--- src/rtl/hps_st_arb_pkg.sv ---
// Shared types for the packet-aware byte-stream arbiter and its output skid buffer.
// Optional macro HPS_ST_ARB_CHANNEL_EN adds a per-beat source channel field.
package hps_st_arb_pkg;

  typedef enum logic {
    ARB_IDLE   = 1'b0,
    ARB_LOCKED = 1'b1
  } arb_state_e;

  localparam int SKID_DEPTH = 2;
  localparam int CNT_W      = $clog2(SKID_DEPTH + 1);
  // Wide enough for the largest supported requester count (8).
  localparam int CH_W       = 3;

  typedef struct packed {
    logic [7:0]      data;
    logic            sop;
    logic            eop;
`ifdef HPS_ST_ARB_CHANNEL_EN
    logic [CH_W-1:0] channel;
`endif
  } beat_t;

endpackage

--- src/rtl/hps_st_byte_arbiter_if.sv ---
// Avalon-ST bundle: NUM_REQ requester byte streams in, one arbitrated byte stream out.
// With HPS_ST_ARB_CHANNEL_EN defined the output also carries out_channel.
interface hps_st_byte_arbiter_if #(
  parameter int NUM_REQ = 4,
  parameter int IDX_W   = $clog2(NUM_REQ)
);

  logic [NUM_REQ-1:0]   in_valid;
  logic [8*NUM_REQ-1:0] in_data;
  logic [NUM_REQ-1:0]   in_startofpacket;
  logic [NUM_REQ-1:0]   in_endofpacket;
  logic [NUM_REQ-1:0]   in_ready;
  logic                 out_valid;
  logic [7:0]           out_data;
  logic                 out_startofpacket;
  logic                 out_endofpacket;
  logic                 out_ready;
`ifdef HPS_ST_ARB_CHANNEL_EN
  logic [IDX_W-1:0]     out_channel;
`endif

  // Environment side: drives the requesters and sinks the output stream.
  modport master (
    output in_valid, in_data, in_startofpacket, in_endofpacket, out_ready,
`ifdef HPS_ST_ARB_CHANNEL_EN
    input  out_channel,
`endif
    input  in_ready, out_valid, out_data, out_startofpacket, out_endofpacket
  );

  // Arbiter side.
  modport slave (
    input  in_valid, in_data, in_startofpacket, in_endofpacket, out_ready,
`ifdef HPS_ST_ARB_CHANNEL_EN
    output out_channel,
`endif
    output in_ready, out_valid, out_data, out_startofpacket, out_endofpacket
  );

endinterface

--- src/rtl/hps_st_skid_buf.sv ---
// Two-entry FIFO holding arbitrated beats; the head entry drives the output stream.
// Beat width follows beat_t, which grows when HPS_ST_ARB_CHANNEL_EN is defined.
module hps_st_skid_buf
  import hps_st_arb_pkg::*;
(
  input  logic             clk,
  input  logic             reset,
  input  logic             push,
  input  beat_t            push_beat,
  input  logic             pop,
  output beat_t            head,
  output logic [CNT_W-1:0] count
);

  beat_t mem [SKID_DEPTH];
  logic  wr_ptr;
  logic  rd_ptr;
  logic  do_push;
  logic  do_pop;

  assign do_push = push & (count != CNT_W'(SKID_DEPTH));
  assign do_pop  = pop & (count != '0);

  // Storage is cleared too so the idle output bus reads zero after reset.
  always_ff @(posedge clk) begin
    if (reset) begin
      count  <= '0;
      wr_ptr <= 1'b0;
      rd_ptr <= 1'b0;
      mem[0] <= '0;
      mem[1] <= '0;
    end else begin
      if (do_push) begin
        mem[wr_ptr] <= push_beat;
        wr_ptr      <= ~wr_ptr;
      end
      if (do_pop) begin
        rd_ptr <= ~rd_ptr;
      end
      case ({do_push, do_pop})
        2'b10:   count <= count + CNT_W'(1);
        2'b01:   count <= count - CNT_W'(1);
        default: count <= count;
      endcase
    end
  end

  assign head = mem[rd_ptr];

endmodule

--- src/rtl/hps_st_byte_arbiter.sv ---
// Packet-locked round-robin arbiter sharing one Avalon-ST byte channel among NUM_REQ sources.
// Define HPS_ST_ARB_CHANNEL_EN to expose the source index of each beat on out_channel.
module hps_st_byte_arbiter
  import hps_st_arb_pkg::*;
#(
  parameter int NUM_REQ = 4,
  parameter int IDX_W   = $clog2(NUM_REQ)
) (
  input  logic                clk,
  input  logic                reset,
  hps_st_byte_arbiter_if.slave st,
  output logic [NUM_REQ-1:0]  grant,
  output logic                busy
);

  arb_state_e         state;
  arb_state_e         state_nxt;
  logic [IDX_W-1:0]   gidx;
  logic [IDX_W-1:0]   gidx_nxt;
  logic [IDX_W-1:0]   last;
  logic [IDX_W-1:0]   last_nxt;
  logic [IDX_W:0]     cand;
  logic               found;
  logic [IDX_W-1:0]   scan_idx;
  logic [NUM_REQ-1:0] ready_vec;
  logic               push;
  logic               pop;
  beat_t              push_beat;
  beat_t              head;
  logic [CNT_W-1:0]   count;

  // Round-robin scan starting just after the last winner, wrapping at NUM_REQ.
  always_comb begin
    found    = 1'b0;
    scan_idx = '0;
    cand     = '0;
    for (int k = 0; k < NUM_REQ; k++) begin
      cand = {1'b0, last} + (IDX_W+1)'(k + 1);
      if (cand >= (IDX_W+1)'(NUM_REQ)) begin
        cand = cand - (IDX_W+1)'(NUM_REQ);
      end
      if (!found && st.in_valid[cand[IDX_W-1:0]]) begin
        found    = 1'b1;
        scan_idx = cand[IDX_W-1:0];
      end
    end
  end

  // Ready comes from the registered fill level only, keeping out_ready off this path.
  always_comb begin
    state_nxt = state;
    gidx_nxt  = gidx;
    last_nxt  = last;
    ready_vec = '0;
    push      = 1'b0;
    case (state)
      ARB_IDLE: begin
        if (found) begin
          state_nxt = ARB_LOCKED;
          gidx_nxt  = scan_idx;
          last_nxt  = scan_idx;
        end
      end
      ARB_LOCKED: begin
        ready_vec[gidx] = (count < CNT_W'(SKID_DEPTH));
        push            = st.in_valid[gidx] & ready_vec[gidx];
        if (push && st.in_endofpacket[gidx]) begin
          state_nxt = ARB_IDLE;
        end
      end
      default: state_nxt = ARB_IDLE;
    endcase
  end

  always_ff @(posedge clk) begin
    if (reset) begin
      state <= ARB_IDLE;
      gidx  <= '0;
      last  <= IDX_W'(NUM_REQ - 1);
    end else begin
      state <= state_nxt;
      gidx  <= gidx_nxt;
      last  <= last_nxt;
    end
  end

  always_comb begin
    push_beat      = '0;
    push_beat.data = st.in_data[{gidx, 3'b000} +: 8];
    push_beat.sop  = st.in_startofpacket[gidx];
    push_beat.eop  = st.in_endofpacket[gidx];
`ifdef HPS_ST_ARB_CHANNEL_EN
    push_beat.channel = CH_W'(gidx);
`endif
  end

  assign pop = st.out_valid & st.out_ready;

  hps_st_skid_buf u_skid (
    .clk       (clk),
    .reset     (reset),
    .push      (push),
    .push_beat (push_beat),
    .pop       (pop),
    .head      (head),
    .count     (count)
  );

  assign st.in_ready          = ready_vec;
  assign st.out_valid         = (count != '0);
  assign st.out_data          = head.data;
  assign st.out_startofpacket = head.sop;
  assign st.out_endofpacket   = head.eop;
`ifdef HPS_ST_ARB_CHANNEL_EN
  assign st.out_channel       = IDX_W'(head.channel);
`endif

  assign grant = (state == ARB_LOCKED) ? (NUM_REQ'(1) << gidx) : '0;
  assign busy  = (state == ARB_LOCKED) | (count != '0);

endmodule

--- src/flat_wrapper.sv ---
// flat-port wrapper written by rule: the top's interface ports become plain ports
module hps_st_byte_arbiter_flat import hps_st_arb_pkg::*;
#(
  parameter int NUM_REQ = 4,
  parameter int IDX_W   = $clog2(NUM_REQ)
)
  (clk, reset, grant, busy, st_in_valid, st_in_data, st_in_startofpacket, st_in_endofpacket, st_out_ready, st_in_ready, st_out_valid, st_out_data, st_out_startofpacket, st_out_endofpacket);
  hps_st_byte_arbiter_if #(.NUM_REQ(NUM_REQ), .IDX_W(IDX_W)) st_i ();
  input  logic clk;
  input  logic reset;
  output logic [NUM_REQ-1:0] grant;
  output logic busy;
  input wire logic [$bits(st_i.in_valid)-1:0] st_in_valid;
  input wire logic [$bits(st_i.in_data)-1:0] st_in_data;
  input wire logic [$bits(st_i.in_startofpacket)-1:0] st_in_startofpacket;
  input wire logic [$bits(st_i.in_endofpacket)-1:0] st_in_endofpacket;
  input wire logic [$bits(st_i.out_ready)-1:0] st_out_ready;
  output wire logic [$bits(st_i.in_ready)-1:0] st_in_ready;
  output wire logic [$bits(st_i.out_valid)-1:0] st_out_valid;
  output wire logic [$bits(st_i.out_data)-1:0] st_out_data;
  output wire logic [$bits(st_i.out_startofpacket)-1:0] st_out_startofpacket;
  output wire logic [$bits(st_i.out_endofpacket)-1:0] st_out_endofpacket;
  assign st_i.in_valid = st_in_valid;
  assign st_i.in_data = st_in_data;
  assign st_i.in_startofpacket = st_in_startofpacket;
  assign st_i.in_endofpacket = st_in_endofpacket;
  assign st_i.out_ready = st_out_ready;
  assign st_in_ready = st_i.in_ready;
  assign st_out_valid = st_i.out_valid;
  assign st_out_data = st_i.out_data;
  assign st_out_startofpacket = st_i.out_startofpacket;
  assign st_out_endofpacket = st_i.out_endofpacket;
  hps_st_byte_arbiter #(.NUM_REQ(NUM_REQ), .IDX_W(IDX_W)) u_core (.clk(clk), .reset(reset), .st(st_i), .grant(grant), .busy(busy));
endmodule
--- config.mk ---
export PLATFORM = sky130hd
export DESIGN_NAME = hps_st_byte_arbiter_flat
export DESIGN_NICKNAME = d
export VERILOG_FILES = /design/src/rtl/hps_st_arb_pkg.sv /design/src/rtl/hps_st_byte_arbiter_if.sv /design/src/rtl/hps_st_skid_buf.sv /design/src/rtl/hps_st_byte_arbiter.sv /design/src/flat_wrapper.sv
export SDC_FILE = /design/constraint.sdc
export NUM_CORES = 1
export LEC_CHECK = 0
export CAP_MARGIN = 20
export CORE_UTILIZATION = 35
export CTS_CLUSTER_SIZE = 40
export DETAILED_ROUTE_END_ITERATION = 8
export HOLD_SLACK_MARGIN = 0.15
export PLACE_DENSITY = 0.66
export SYNTH_ARGS = -nofsm -noshare
export SYNTH_HDL_FRONTEND = slang
export SYNTH_SLANG_ARGS = --single-unit
--- constraint.sdc ---
create_clock -name clk -period 6.1 [get_ports clk]
set_clock_uncertainty 0.2 [all_clocks]
set_input_delay 0.61 -clock clk [delete_from_list [all_inputs] [get_ports clk]]
set_output_delay 0.61 -clock clk [all_outputs]
set_load 0.01 [all_outputs]
==> results by group, run 1 <==
Critical path
  – Data arrival time of the worst path: 2.13 ns
  – CP Capture Type: output port
  – Critical Path Fanout Max: 20
  – Worst setup SP type: flip-flop
  – CP required: 5.29 ns
  – Critical path class: flip-flop to output port

Drt
  – Vias per inst: 4.94
  – Drt drc: 0
  – Initial DRC Count: 64
  – Routed len/inst: 14.7 um
  – Drt pass-1 iters: 4
  – Via count: approximately 1400
  – Routed Antenna Nets: 0
  – Routed Wire Length: about 4100 um

Outcome
  – Outcome: finished clean

Final layout
  – Commonest non-fill, non-tap cell in the layout: clkdlybuf4s50_1
  – Antenna diodes: 0
  – Area grow syn2layout: 45.9%
  – Most frequent cells in the layout: clkdlybuf4s50_1 (66), edfxtp_1 (20), mux4_2 (11)
  – Share of post-route cells with drive strength above 1: a little over 20%
  – Layout Nets: 257

Power
  – Lkg Pwr: about 0.00093 uW
  – Peak VDD IR: 0.0000892 V
  – Power per Cell Area: about 270 mW/mm^2
  – Pwr Total: ~690 uW

Clock tree
  – Root buf cell: clkbuf_8
  – Max H-tree Level: 2
  – TritonCTS buffer count: 5
  – CTS tree: yes
  – # resized after CTS: 0
  – Clock Latency Late Sink: 0.28 ns
  – CTS Hold Bufs: 0
  – Setup fix buffers added after clock tree synthesis: 0
  – Sinks on the clock net: 30
  – CTS clk-pin slew, worst paths: 0.06 ns
  – Clock Tree Buf Depth: 2

Timing
  – Tcrit/Tclk final: 48.3%
  – FMAX: 340 MHz
  – Pins Over Slew Limit: 0
  – Setup ws final: between 3 and 4 ns
  – Final hold violation count: 0
  – Setup TNS: 0 ns
  – Slew headroom: 33.3%
  – Min cycle time layout: 2.94 ns
  – Slew @ Worst Pin: 0.999 ns
  – Unrepaired setup endpoints after global routing: false
  – Final setup viols: 0

Global route
  – Total GRT Usage: 16.4%
  – Antenna violations before repair: 0
  – Vias in the first global route: about 1400
  – First-pass GRT wire length: 6400 um
  – Largest net degree at the start of global routing: 21
  – Remaining global-route overflow: 0

Placed design
  – Place WS: 3.24 ns
  – Routability cong.: between 0.7 and 0.8
  – PortBufs: 66
  – Detailed Place HPWL: 3060 um

Synth
  – Seq cells post-synth: 30
  – Cell Area, Synth: 0.00175 sq mm
  – Syn Area/Cell: 12.2 sq um
  – Warnings, synthesis: 0
  – Cells after Synth: 143
  – Synth cell types: 39
  – Number of synthesized flops with an enable pin: 20
  – Net Count, Synth: between 150 and 200
  – Async SR Flop Fraction: 0%
  – Top_reg_cell synth: edfxtp_1
  – Seq/Total Area, Yosys: 45.8%

Die
  – I/O Pins: 67
  – Starting Density: 36.7%
  – Standard-cell rows: 25
  – Die Ht: 72.6 um
  – Die Area: ~0.0053 sq mm
  – Die Wd: 72.6 um
  – CORE AREA: 0.00475 sq mm

Worst hold path
  – HP Class: flip-flop to flip-flop

Flow run
  – Max-cap viol count: 0
==> logic make-up after synthesis <==
kind of cell / count (synthesis) / synth area share [%]
compound gates: 18 / 7.16
xor+xnor: 3 / 1.50
fa+ha+maj: 1 / 0.716
buf+inv: 13 / 3.44
flops: 30 / 45.8
mux: 21 / 20.6
simple gates: 57 / 20.7
==> critical path, cell delays in order, from the launching register on <==
cell	delay (ns)
dfxtp_1	0.98
nor3b_1	0.30
clkdlybuf4s50_1	0.58
==> sequential cells by signal, summed over array words and instances, names as in the netlist, named ones only <==
| register | flops |
|---|---|
| u_core.gidx | 2 |
| u_core.state | 1 |
| u_core.u_skid.wr_ptr | 1 |
| u_core.u_skid.count | 2 |
| u_core.u_skid.rd_ptr | 1 |
| u_core.last | 2 |
| u_core.u_skid.mem | 20 |
==> through the flow <==
| step | std cells | hold WS (ns) | util (%) | instance area, sq um |
|---|---|---|---|---|
| finish | 277 | 0.323 | 53.6 | 2550 |
| global route | 277 | 0.363 | 53.6 | 2550 |
| CTS | 277 | 0.327 | 53.6 | 2550 |
| detailed placement | 269 | 0.302 | 51.7 | 2460 |
| global placement | 269 | 0.297 | 51.7 | 2460 |
| floorplan | 143 | 0.281 | - | 1750 |
==> area by class of cell <==
type                            instances  area (sq um)
Clock inverter                          1          5.00
Inverter                                5          18.8
Fill cell                             427          2210
Sequential cell                        30           801
Multi-Input combinational cell        100           886
Timing Repair Buffer                   67           668
Clock buffer                            7          86.3
Tap cell                               67          83.8
==> final timing paths <==
path / from / end / slack (ns) / cells after the start
hold / removal: u_core.u_skid.rd_ptr / flip-flop / 0.32 / 2
setup / recovery: u_core.gidx[0] / st_in_ready[1] / 3.16 / 2
setup reg to reg: u_core.gidx[1] / u_core.u_skid.count[1] / 3.43 / 5
hold reg to reg: u_core.u_skid.rd_ptr / flip-flop / 0.32 / 2
==> synthesized netlist by cell type (2+ instances only) <==
library cell | n | area (sq um)
or3_1 | 2 | 12.5
xnor2_1 | 2 | 17.5
inv_1 | 5 | 18.8
nand2_1 | 5 | 18.8
mux2_2 | 10 | 113
o21ai_0 | 4 | 20.0
nand2b_1 | 2 | 12.5
a21oi_1 | 4 | 20.0
mux4_2 | 11 | 248
and3_1 | 2 | 12.5
edfxtp_1 | 20 | 601
nor2b_2 | 8 | 70.1
buf_2 | 3 | 15.0
nor2b_1 | 4 | 25.0
or2_2 | 2 | 12.5
dfxtp_1 | 10 | 200
and2_1 | 10 | 62.6
nor3b_1 | 4 | 30.0
nor2_1 | 7 | 26.3
nor3_1 | 4 | 20.0
clkbuf_1 | 4 | 15.0
and3b_1 | 3 | 26.3
==> metal layers <==
| metal | global-route usage [%] | vias to the layer above | part of all wire (%) |
|---|---|---|---|
| met3 | 4.56 | 10 | 5.7 |
| met2 | 28.0 | 48 | 51 |
| met1 | 19.1 | 645 | 42 |
| li1 | - | 664 | - |
| met4 | 7.84 | 0 | 1.8 |
| met5 | 0 | - | 0 |
==> report_power, final <==
part,switching (uW),total [uW],internal (uW)
clock network,70.4,161,90.8
logic,88.5,245,156
registers,38.0,287,249
total,197,693,496
Note: power is estimated with default switching activity, not from simulation.
==> inputs of run 2 (changes only) <==
- clock period: 6.1 -> 2.9 ns (I/O delays scaled with it)
==> results by group, run 2 (synthesized netlist as in run 1, its figures left out) <==
Critical path
  – WP buf/inv: 1 (unchanged)
  – Worst path max stage delay: 0.54 ns (was 0.98 ns)
  – Critical path class: input port to flip-flop (was flip-flop to output port)
  – CP Capture Type: flip-flop (was output port)
  – Data arrival time of the worst path: 2.29 ns (was 2.13 ns)
  – Critical Path Fanout Max: 9 (was 20)
  – WP depth: 6 (was 2)
  – CP required: 2.90 ns (was 5.29 ns)
  – Reg2Reg Depth: 5 (unchanged)
  – Worst setup SP type: input port (was flip-flop)
  – Kind of cell adding the most delay to the critical path: buffers and inverters (was flip-flops)
  – Max stage delay cell, worst path: clkdlybuf4s50_1 (was dfxtp_1)
  – Critical-path cell list: clkdlybuf4s50_1, mux4_2, nand2_2, ha_1, or3_1, a21oi_1 (was nor3b_1, clkdlybuf4s50_1)

Final layout
  – Area grow syn2layout: 47.2% (was 45.9%)
  – Antenna diodes: 0 (unchanged)
  – Layout Nets: 260 (was 257)
  – Most frequent cells in the layout: clkdlybuf4s50_1 (66), edfxtp_1 (20), mux4_2 (11) (unchanged)
  – Commonest non-fill, non-tap cell in the layout: clkdlybuf4s50_1 (unchanged)
  – Top reg by flops: u_core.u_skid.mem (unchanged)
  – Share of post-route cells with drive strength above 1: 21.6% (was 20.5%)
  – Max reg flops: 20 (unchanged)

Drt
  – Routed Wire Length: 4250 um (was 4080 um)
  – Vias per inst: 5.05 (was 4.94)
  – Routed Antenna Nets: 0 (unchanged)
  – Routed len/inst: 15.2 um (was 14.7 um)
  – Drt drc: 0 (unchanged)
  – Via count: 1415 (was 1367)
  – Initial DRC Count: 38 (was 64)
  – Drt pass-1 iters: 4 (unchanged)

Global route
  – Antenna violations before repair: 0 (unchanged)
  – Largest net degree at the start of global routing: 20 (was 21)
  – Vias in the first global route: 1402 (was 1382)
  – Met2 GRT Util: 28.8% (was 28.0%)
  – Remaining global-route overflow: 0 (unchanged)
  – Layer with the highest usage: met2 (unchanged)
  – Met1 Usage GRT: 19.0% (was 19.1%)
  – First-pass GRT wire length: 6560 um (was 6400 um)
  – Total GRT Usage: 16.9% (was 16.4%)
  – GR Util met3: 6.22% (was 4.56%)

Die
  – Starting Density: 36.7% (unchanged)
  – Die Wd: 72.6 um (unchanged)
  – CORE AREA: 0.00475 sq mm (unchanged)
  – Die Area: 0.00528 sq mm (unchanged)
  – Die Ht: 72.6 um (unchanged)
  – I/O Pins: 67 (unchanged)
  – Standard-cell rows: 25 (unchanged)

Timing
  – Min cycle time layout: 2.29 ns
  – Slew headroom: 60.7% (was 33.3%)
  – Final setup viols: 0 (unchanged)
  – Slew @ Worst Pin: 0.582 ns (was 0.999 ns)
  – Unrepaired setup endpoints after global routing: false (unchanged)
  – FMAX: approximately 440 MHz
  – Hold slack: 0.331 ns (was 0.323 ns)
  – Final hold violation count: 0 (unchanged)
  – Pins Over Slew Limit: 0 (unchanged)
  – Tcrit/Tclk final: roughly four fifths
  – Setup TNS: 0 ns (unchanged)

Power
  – Power per Cell Area: 572 mW/mm^2 (was 272 mW/mm^2)
  – Lkg Pwr: 0.000949 uW (was 0.000933 uW)
  – Peak VDD IR: 0.000203 V (was 0.0000892 V)

Placed design
  – Detailed Place HPWL: 3270 um (was 3060 um)
  – Routability cong.: 0.722 (was 0.735)
  – PortBufs: 66 (unchanged)

Outcome
  – Outcome: finished clean (unchanged)

Clock tree
  – Setup fix buffers added after clock tree synthesis: 0 (unchanged)
  – Root buf cell: clkbuf_8 (unchanged)
  – TritonCTS buffer count: 5 (unchanged)
  – CTS clk-pin slew, worst paths: 0.06 ns (about the same)
  – Clock Latency Late Sink: 0.28 ns (about the same)
  – Clock Tree Buf Depth: 2 (unchanged)
  – Sinks on the clock net: 30 (unchanged)
  – Max H-tree Level: 2 (unchanged)
  – # resized after CTS: 0 (unchanged)
  – CTS tree: yes (unchanged)
  – CTS Hold Bufs: 0 (unchanged)

Worst hold path
  – HP Class: flip-flop to flip-flop (unchanged)
  – WHS Path Cells: 2 (unchanged)

Flow run
  – Max-cap viol count: 0 (unchanged)
==> run 2: cell type report <==
type | instances | area, sq um
clock inverters | 1 | 5.00
inverters | 5 | 18.8
fillers | 427 | 2180
repair buffers | 70 | 691
clock buffers | 7 | 86.3
multi-input cells | 100 | 886
flip-flops and latches | 30 | 801
well taps | 67 | 83.8
==> run 2: where the power goes <==
group	switching, uW	total [uW]	internal (uW)	leakage [uW]
combinational	215	550	335	0.000608
clock	150	341	191	0.0000482
sequential	56.6	580	524	0.000292
total	421	1470	1050	0.000949
==> run 2: path summary, 6_finish.rpt <==
check / start / to / slack (ns)
setup / recovery: st_in_valid[0] / u_core.u_skid.count[1] / 0.61
hold / removal: u_core.u_skid.rd_ptr / flip-flop / 0.33
setup reg to reg: u_core.gidx[1] / u_core.u_skid.count[1] / 0.80
hold reg to reg: u_core.u_skid.rd_ptr / flip-flop / 0.33
==> run 2: tightest hold or removal path: stages, from the launching register on <==
cell     delay, ns
dfxtp_1       0.33
xnor2_1       0.09
nor2_1        0.08
==> run 2: stage by stage <==
stage / utilization (%) / setup WS (ns) / cells / total power [uW] / cell area [sq um]
after floorplan: - / 0.799 / 143 / 884 / 1750
after global placement: 52.2 / 0.443 / 272 / 1120 / 2480
after detailed placement: 52.2 / 0.330 / 272 / 1140 / 2480
after CTS: 54.1 / 0.588 / 280 / 1490 / 2570
after global routing: 54.1 / 0.513 / 280 / 1550 / 2570
final: 54.1 / 0.612 / 280 / 1470 / 2570
==> run 2: per-layer routing <==
metal  share of wire, %  up-vias  routed length [um]
li1                   -      673                   -
met1                 41      671                1720
met5                  0        -                   0
met3                7.6       12                 322
met4                2.9        0                 125
met2                 49       59                2080
